## config.mk

```make
export PLATFORM = sky130hd
export DESIGN_NAME = seven_seg_scan_driver
export DESIGN_NICKNAME = d
export VERILOG_FILES = /design/src/rtl/seven_seg_pkg.sv /design/src/rtl/seven_seg_hex_decoder.sv /design/src/rtl/seven_seg_scan_driver.sv
export SDC_FILE = /design/constraint.sdc
export NUM_CORES = 1
export LEC_CHECK = 0
export ABC_AREA = 1
export CAP_MARGIN = 15
export CORE_MARGIN = 2
export CORE_UTILIZATION = 30
export CTS_CLUSTER_SIZE = 24
export DETAILED_ROUTE_END_ITERATION = 6
export GPL_TIMING_DRIVEN = 0
export SLEW_MARGIN = 0
export SYNTH_ARGS = -nofsm -noshare
export SYNTH_HDL_FRONTEND = slang
export SYNTH_SLANG_ARGS = --single-unit
```

## constraint.sdc

```tcl
create_clock -name clk -period 2 [get_ports clk]
set_clock_uncertainty 0.1 [all_clocks]
set_input_delay 0.4 -clock clk [delete_from_list [all_inputs] [get_ports clk]]
set_output_delay 0.4 -clock clk [all_outputs]
set_load 0.02 [all_outputs]
```

## src/rtl/seven_seg_pkg.sv

```systemverilog
// Shared types and constants for the seven-segment scan driver.
// Glyph bits are ordered {g,f,e,d,c,b,a}, 1 = segment lit (before polarity).
package seven_seg_pkg;

  typedef logic [3:0] nibble_t;

  localparam logic [6:0] SEG_OFF = 7'h00;

  localparam logic [6:0] GLYPH [16] = '{
    7'h3F, 7'h06, 7'h5B, 7'h4F, 7'h66, 7'h6D, 7'h7D, 7'h07,
    7'h7F, 7'h6F, 7'h77, 7'h7C, 7'h39, 7'h5E, 7'h79, 7'h71
  };

endpackage

```

## src/rtl/seven_seg_hex_decoder.sv

```systemverilog
// Combinational hex nibble to seven-segment glyph lookup (active-high glyph).
module seven_seg_hex_decoder
  import seven_seg_pkg::*;
(
  input  nibble_t     nibble,
  output logic [6:0]  glyph
);

  assign glyph = GLYPH[nibble];

endmodule

```

## src/rtl/seven_seg_scan_driver.sv

```systemverilog
// Time-multiplexed hex display driver with dead-time slots and frame-synchronous loads.
// Optional build macro LEADING_ZERO_SUPPRESS_EN blanks digits above the top nonzero nibble.
module seven_seg_scan_driver
  import seven_seg_pkg::*;
#(
  parameter int DIGITS         = 4,
  parameter int REFRESH_DIV    = 1000,
  parameter bit SEG_ACTIVE_LOW = 1'b0,
  parameter bit AN_ACTIVE_LOW  = 1'b1
) (
  input  logic                  clk,
  input  logic                  rst_n,
  input  logic                  load,
  input  logic [4*DIGITS-1:0]   value,
  input  logic [DIGITS-1:0]     dp_in,
  input  logic [DIGITS-1:0]     blank_mask,
  output logic [6:0]            seg,
  output logic                  dp,
  output logic [DIGITS-1:0]     an,
  output logic                  pending,
  output logic                  frame_done
);

  localparam int CNT_W = $clog2(REFRESH_DIV);
  localparam int IDX_W = (DIGITS > 1) ? $clog2(DIGITS) : 1;
  localparam logic [CNT_W-1:0]  CNT_LAST = CNT_W'(REFRESH_DIV - 1);
  localparam logic [IDX_W-1:0]  IDX_LAST = IDX_W'(DIGITS - 1);
  localparam logic [DIGITS-1:0] AN_OFF   = {DIGITS{AN_ACTIVE_LOW}};
  localparam logic [6:0]        SEG_IDLE = SEG_OFF ^ {7{SEG_ACTIVE_LOW}};

  logic [CNT_W-1:0]    cnt_q, cnt_d;
  logic [IDX_W-1:0]    idx_q, idx_d;
  logic [4*DIGITS-1:0] shadow_value_q, shadow_value_d, active_value_q, active_value_d;
  logic [DIGITS-1:0]   shadow_dp_q, shadow_dp_d, active_dp_q, active_dp_d;
  logic [DIGITS-1:0]   shadow_blank_q, shadow_blank_d, active_blank_q, active_blank_d;
  logic                pending_q, pending_d;
  logic                frame_done_q, frame_done_d;
  logic [DIGITS-1:0]   an_q, an_d;
  logic [6:0]          seg_q, seg_d;
  logic                dp_q, dp_d;

  logic                frame_edge;
  logic [DIGITS-1:0]   blank_eff;
  logic [DIGITS-1:0]   an_sel;
  nibble_t             cur_nibble;
  logic                cur_dp;
  logic                cur_blank;
  logic [6:0]          glyph;

  always_comb begin
    frame_edge = (cnt_q == CNT_LAST) && (idx_q == IDX_LAST);
    cnt_d = cnt_q + CNT_W'(1);
    idx_d = idx_q;
    if (cnt_q == CNT_LAST) begin
      cnt_d = '0;
      idx_d = (idx_q == IDX_LAST) ? '0 : idx_q + IDX_W'(1);
    end
  end

  // A load on the boundary edge bypasses the shadow so it is never a frame late.
  always_comb begin
    shadow_value_d = shadow_value_q;
    shadow_dp_d    = shadow_dp_q;
    shadow_blank_d = shadow_blank_q;
    active_value_d = active_value_q;
    active_dp_d    = active_dp_q;
    active_blank_d = active_blank_q;
    pending_d      = pending_q;
    if (load) begin
      shadow_value_d = value;
      shadow_dp_d    = dp_in;
      shadow_blank_d = blank_mask;
    end
    if (frame_edge) begin
      if (load) begin
        active_value_d = value;
        active_dp_d    = dp_in;
        active_blank_d = blank_mask;
      end else if (pending_q) begin
        active_value_d = shadow_value_q;
        active_dp_d    = shadow_dp_q;
        active_blank_d = shadow_blank_q;
      end
      pending_d = 1'b0;
    end else if (load) begin
      pending_d = 1'b1;
    end
  end

`ifdef LEADING_ZERO_SUPPRESS_EN
  logic lzs_run;

  // Walk down from the top digit; digit 0 is never suppressed.
  always_comb begin
    blank_eff = active_blank_q;
    lzs_run   = 1'b1;
    for (int k = DIGITS - 1; k >= 1; k--) begin
      if ((active_value_q[4*k +: 4] != 4'h0) || active_dp_q[k]) lzs_run = 1'b0;
      if (lzs_run) blank_eff[k] = 1'b1;
    end
  end
`else
  assign blank_eff = active_blank_q;
`endif

  always_comb begin
    cur_nibble = '0;
    cur_dp     = 1'b0;
    cur_blank  = 1'b0;
    an_sel     = '0;
    for (int k = 0; k < DIGITS; k++) begin
      if (idx_q == IDX_W'(k)) begin
        cur_nibble = active_value_q[4*k +: 4];
        cur_dp     = active_dp_q[k];
        cur_blank  = blank_eff[k];
        an_sel[k]  = 1'b1;
      end
    end
  end

  seven_seg_hex_decoder u_decoder (
    .nibble (cur_nibble),
    .glyph  (glyph)
  );

  // Slot cycle 0 is dead time so the previous digit's segments cannot ghost.
  always_comb begin
    an_d         = AN_OFF;
    seg_d        = SEG_IDLE;
    dp_d         = SEG_ACTIVE_LOW;
    frame_done_d = frame_edge;
    if (cnt_q != '0) begin
      an_d = an_sel ^ AN_OFF;
      if (!cur_blank) begin
        seg_d = glyph ^ {7{SEG_ACTIVE_LOW}};
        dp_d  = cur_dp ^ SEG_ACTIVE_LOW;
      end
    end
  end

  always_ff @(posedge clk or negedge rst_n) begin
    if (!rst_n) begin
      cnt_q          <= '0;
      idx_q          <= '0;
      shadow_value_q <= '0;
      shadow_dp_q    <= '0;
      shadow_blank_q <= '0;
      active_value_q <= '0;
      active_dp_q    <= '0;
      active_blank_q <= '0;
      pending_q      <= 1'b0;
      frame_done_q   <= 1'b0;
      an_q           <= AN_OFF;
      seg_q          <= SEG_IDLE;
      dp_q           <= SEG_ACTIVE_LOW;
    end else begin
      cnt_q          <= cnt_d;
      idx_q          <= idx_d;
      shadow_value_q <= shadow_value_d;
      shadow_dp_q    <= shadow_dp_d;
      shadow_blank_q <= shadow_blank_d;
      active_value_q <= active_value_d;
      active_dp_q    <= active_dp_d;
      active_blank_q <= active_blank_d;
      pending_q      <= pending_d;
      frame_done_q   <= frame_done_d;
      an_q           <= an_d;
      seg_q          <= seg_d;
      dp_q           <= dp_d;
    end
  end

  assign an         = an_q;
  assign seg        = seg_q;
  assign dp         = dp_q;
  assign pending    = pending_q;
  assign frame_done = frame_done_q;

endmodule
```

# ---- Yosys cells after proc, flatten, opt, wreduce, memory -nomap -nowiden
# Memory sizes are Yosys's and may differ from the RTL's.
# Cells that the tools add are included.
dict set report totals {
  n_memories 1
  out_inout_bits 14
  in_bits 27
  wordCells 62
  mem_bits_ro 112
  reg_bits 74
}
dict set report classes {
  n_lt_le_gt_ge 1
  add_sub_neg 2
  bitwise_logic 2
  reduce_logical 6
  mux 33
  eq_ne 4
}
# memory words word_bits rd rd_ports_with_merged_regs wr line_no
set mem_list {}
lappend mem_list {{(no name shown)} 16 7 1 0 0 seven_seg_hex_decoder.sv:9} ;# assign glyph = GLYPH[nibble];
# op count
set ops {}
lappend ops {{4-bit two-way mux} 9}
lappend ops {{16-bit two-way mux} 2}
lappend ops {{7-bit two-way mux} 4}
lappend ops {{1-bit two-way mux} 16}
lappend ops {{10-bit by 1-bit adder with 10-bit output, second input constant} 1}
lappend ops {{10-bit == test, second input constant} 1}
lappend ops {{10-bit two-way mux} 1}
lappend ops {{10-bit nonzero test} 1}
lappend ops {{5-bit >= comparator, second input constant} 1}
lappend ops {{4-bit inverter with 5-bit output} 1}
lappend ops {{2-bit == test, second input constant} 2}
lappend ops {{4-bit inverter} 1}
lappend ops {{2-bit nonzero test} 2}
lappend ops {{2-bit by 1-bit adder with 2-bit output, second input constant} 1}
lappend ops {{2-bit by 1-bit == test with 1-bit output, second input constant} 1}
lappend ops {{2-bit zero test} 1}
lappend ops {{2-bit two-way mux} 1}
lappend ops {{2-bit AND reduction} 1}
lappend ops {{1-bit logical AND} 1}

# ---- Depth between registers and ports, before layout
dict set report logic_depth {
  word_depth 11
  depth_mapped 14
  ltp_nobuf 13
}

# ---- Hierarchy
# Synthesis repeated with hierarchy kept, for this count alone.
dict set report hier_totals {
  cells_unflattened 436
  area_unflattened_um2 3585.9
}
# module cells_per_inst seq_area_each_um2 area_each_um2 instances
set by_module_without_submodules {}
lappend by_module_without_submodules {seven_seg_scan_driver 384 1856.8 3315.7 1}
lappend by_module_without_submodules {seven_seg_hex_decoder 52 0.0 270.3 1}

# ---- Least setup slack after synthesis
# OpenSTA, ideal clock, no wires.
dict set report synth_path {
  path_kind {reg-to-reg}
  startpoint {reg idx_q[0]}
  endpoint {reg seg_q[3], in the netlist seg[3]}
  synth_period_minus_slack_ns 2.171
  slack_ns -0.171
  path_buffers 1
  required_ns 1.781
  setup_ns 0.119
  arrival_time_ns 1.952
  path_stages_with_launch 15
  path_cell_list {dfrtp_1 > inv_1 > ha_1 > buf_4 > inv_1 > nor2_1 > nor2_1 > a21oi_1 > inv_1 > ha_1 > inv_1 > nand2_1 > nand2_1 > o21ai_1 > nor2_1}
}
dict set report synth_between {
  elab_chain_len 11
  elab_cells_between_ends 18
  cone_classes {eq/ne: 3; mux: 12; bitwise: 1; reduce/logical: 1; memory: 1}
}
# element line_no
set synth_rtl {}
lappend synth_rtl {{start, declared} seven_seg_scan_driver.sv:32} ;# logic [IDX_W-1:0] idx_q, idx_d;
lappend synth_rtl {{start signal, assigned} seven_seg_scan_driver.sv:158} ;# idx_q <= idx_d;
lappend synth_rtl {{2-bit zero test} seven_seg_scan_driver.sv:112} ;# if (idx_q == IDX_W'(k)) begin
lappend synth_rtl {{4-bit two-way mux (4 in series)} seven_seg_scan_driver.sv:112}
lappend synth_rtl {{4-bit inverter with 5-bit output (implied by the code)} seven_seg_hex_decoder.sv:9}
lappend synth_rtl {{memory 16 x 7 bit} -}
lappend synth_rtl {{7-bit two-way mux (implied by the code) (2 in series)} seven_seg_hex_decoder.sv:9}
lappend synth_rtl {{7-bit two-way mux *} seven_seg_scan_driver.sv:134} ;# if (!cur_blank) begin
lappend synth_rtl {{7-bit two-way mux *} seven_seg_scan_driver.sv:132} ;# if (cnt_q != '0) begin
lappend synth_rtl {{named net seg_d[3]} seven_seg_scan_driver.sv:39} ;# logic [6:0] seg_q, seg_d;
lappend synth_rtl {{end signal, assigned} seven_seg_scan_driver.sv:168} ;# seg_q <= seg_d;
lappend synth_rtl {{end, declared} seven_seg_scan_driver.sv:39}
# Mark *: on every way through the listed nets, which the timed path passes. The rest lies on a longest branch. The select of a mux whose other input is x is not followed.
# A chain may end at the register's enable or synchronous reset.

# ---- Worst setup path in the final report
dict set report layout_path {
  startpoint {reg idx_q[1]}
  endpoint {reg seg_q[3], in the netlist seg[3]}
}
# The elaborated chain is that of the path after synthesis.

==> impl_metrics.ini <==
[clocking]
clk_pin_slew_ns = 0.06
clockBufferDepth = 2
insertion_delay_ns = 0.33
cts_sinks = 74
cts-root-buf = clkbuf_16
cts_tree = yes
cts_inserted_buffers = 9
htree_levels = 3

[setup_path]
cp-startpoint = idx_q[1]
worstReg2RegEnd = seg[3]
required_ns = 2.12
critical_path_class = flip-flop to flip-flop
cp-end-kind = flip-flop
cp_max_fo = 5
start_kind = flip-flop
crit_end = seg[3]
crit-reg2reg-launch = idx_q[1]
reg2reg_slack_ns = -0.04
arrival_ns = 2.16
rr_worst_depth = 14

[run_status]
outcome = complete, but fails checks
violations = negative setup slack

[yosys]
yosys.area.top_type = dfrtp_1
ys_types = 26
synth_area_per_cell_sq_um = 8.403
synth_top_area_share_pct = 51.47
syn_area_sq_um = 3403
syn_nets = 444
synth_area_leaders = dfrtp_1, nand2_1, nand3_1, ha_1, inv_1
netlist_instances = 405
ys_seq_area_share_pct = 54.56
ys_ff_latch = 74
synth_warnings = 0

[sta]
final.period_utilization_pct = 101.9
max_slew_margin_pct = 65.75
finalSetupViolCount = 1
finalMaxSlewViolations = 0
hold_violations = 0
tightest_slew_ns = 0.5137
setup_tns_ns = -0.03862
rsz0062_at_grt = yes
post-route-min-period_ns = 2.039
setup_ws_ns = -0.03862
max_freq_ghz = 0.4905
hold_ws_ns = 0.3102

[final_layout]
diodes = 0
layout-drive-gt1-share_pct = 18.18
layout.nets = 507
nFillCells = 1071
final_cells = 613
final_area_sq_um = 4631
synthToLayoutAreaGrowth_pct = 36.07

[grt]
grt_max_degree = 74
grt_pass1_wl_um = 12630
grt_antenna_before_repair = 0
first_global_vias = 2753
grt_usage_pct = 12.86
grt.overflow.total = 0

[drt]
routed-via-count = 2750
drc = 0
routed-wl-met3_um = 377
wl_met2_um = 3597
viasPerCell = 4.486
wire_per_inst_um = 12.39
wirelength_um = 7593
first_pass_iters = 4
wirelength_met1_um = 3492
first_iter_violations = 115
ant_nets = 0
top_layer_used = met4

[floorplan]
die_area_sq_um = 12210
rows = 38
die_y_um = 110.5
die_width_um = 110.5
ios = 41
start_util_pct = 31.12
core_area_sq_um = 10940

[placement]
hpwlAfterDp_um = 5160
pre_cts_ws_ns = -0.2524
dpl_cell_area_sq_um = 4010
placed_cells = 585
port_buffers = 39
place.gp.congestion = 0.8641

[power_and_ir_drop]
powerDensity_nw_per_um2 = 747.3
max-vdd-ir-drop_v = 0.0003826
power.leakage_nw = 2.328
clkPwrFrac_pct = 50.4
comb_power_share_pct = 4.7
seqPwrFrac_pct = 44.8
netSwitchingPower_w = 0.0006890
swShare_pct = 19.91
internal_power_w = 0.002772

[worst_hold_path]
min_path_type = input port to async pin

[job]
cap_violations = 0
[area by class of cell]
type	instances	area (sq um)	share of cell area, %
Timing Repair Buffer	53	515.5	11.13
Buffer	14	93.84	2.026
Tap cell	140	175.2	3.783
Sequential cell	74	1857	40.10
Multi-Input combinational cell	284	1534	33.13
Clock inverter	4	73.82	1.594
Inverter	32	125.1	2.702
Clock buffer	12	256.5	5.539
[repair_timing]
action | in CTS | in global routing
resized for setup | 16 | 34
hold endpoints to repair | 1 | 0
hold buffers | 1 | 0
setup endpoints to repair | 7 | 7
pin swaps | 2 | 8
setup buffers | 7 | 5
[flip-flops by register name (all words and copies together) (netlist names), 7 cells and up]
register        flops
cnt_q              10
active_value_q     16
seg                 7
shadow_value_q     16
[cells in the mapped netlist, drive strengths merged]
cell type and number:
nor3 6, nor4 1, a21oi 20, inv 32
nand3 37, a22oi 1, a21o 1, buf 10
clkbuf 5, nor2 23, o21ai 13, ha 12
or2 2, xor2 1, dfstp 4, dfrtp 70
nand2 167
[worst max-delay path: stages, from the launching register on]
cell and delay, ns:
dfrtp_1 0.38, inv_2 0.08, ha_4 0.16, buf_6 0.12, buf_4 0.15, nand2_4 0.07, nand3_4 0.09, nand2_4 0.09
nand2_4 0.08, ha_4 0.26, inv_1 0.03, nand2_1 0.06, nand2_1 0.06, o21ai_1 0.14, nor2_1 0.05
[per-layer routing]
| metal | global-route usage [%] | vias to the layer above |
|---|---|---|
| met1 | 16.11 | 1272 |
| li1 | - | 1403 |
| met3 | 3.787 | 13 |
| met4 | 6.167 | 0 |
| met2 | 20.37 | 62 |
| met5 | 0 | - |
[how the worst min path moves through the flow]
stage / start / to / slack (ns) / cells after the start
6_report: rst_n / shadow_value_q[0] / 0.31 / 2
2_1_floorplan: rst_n / active_blank_q[0] / 0.004 / 0
5_1_grt: rst_n / shadow_value_q[0] / 0.31 / 2
3_5_place_dp: rst_n / shadow_value_q[0] / 0.10 / 1
3_3_place_gp: active_value_q[6] / active_value_q[6] / 0.36 / 2
4_1_cts: rst_n / shadow_value_q[0] / 0.31 / 2
[logic make-up (layout without fill, tap and decap cells)]
group	count (synthesis)	in the layout	synth area share (%)
fa+ha+maj	12	12	4.412
buf+inv	47	115	6.323
flops	74	74	54.56
simple gates	236	236	29.04
xor+xnor	1	1	0.2574
compound gates	35	35	5.405
[stage by stage]
stage	power (W)	utilization, %
after CTS	0.003509	40.79
after global placement	0.001735	36.44
final	0.003461	42.35
after detailed placement	0.001746	36.67
after global routing	0.003598	42.35
after floorplan	0.001634	-
[power by group through the flow]
stage                     Sequential, W  Combinational [W]  Clock, W
after CTS                       0.00155           0.000170   0.00179
after global placement          0.00158           0.000158         0
after detailed placement        0.00158           0.000168         0
after global routing            0.00156           0.000190   0.00185
after floorplan                 0.00158          0.0000588         0
final                           0.00155           0.000164   0.00175
[placed cells by master (no fill, tap or decap), drive strengths merged]
cell / instances
a21oi: 20
a21o: 1
dlygate4sd3: 1
ha: 12
nor2: 23
inv: 32
nor3: 6
dfrtp: 70
bufinv: 2
nor4: 1
nand3: 37
nand2: 167
dfstp: 4
o21ai: 13
buf: 23
clkdlybuf4s50: 38
clkbuf: 17
xor2: 1
a22oi: 1
or2: 2
clkinv: 2
Power figures use the tool's default switching activity.
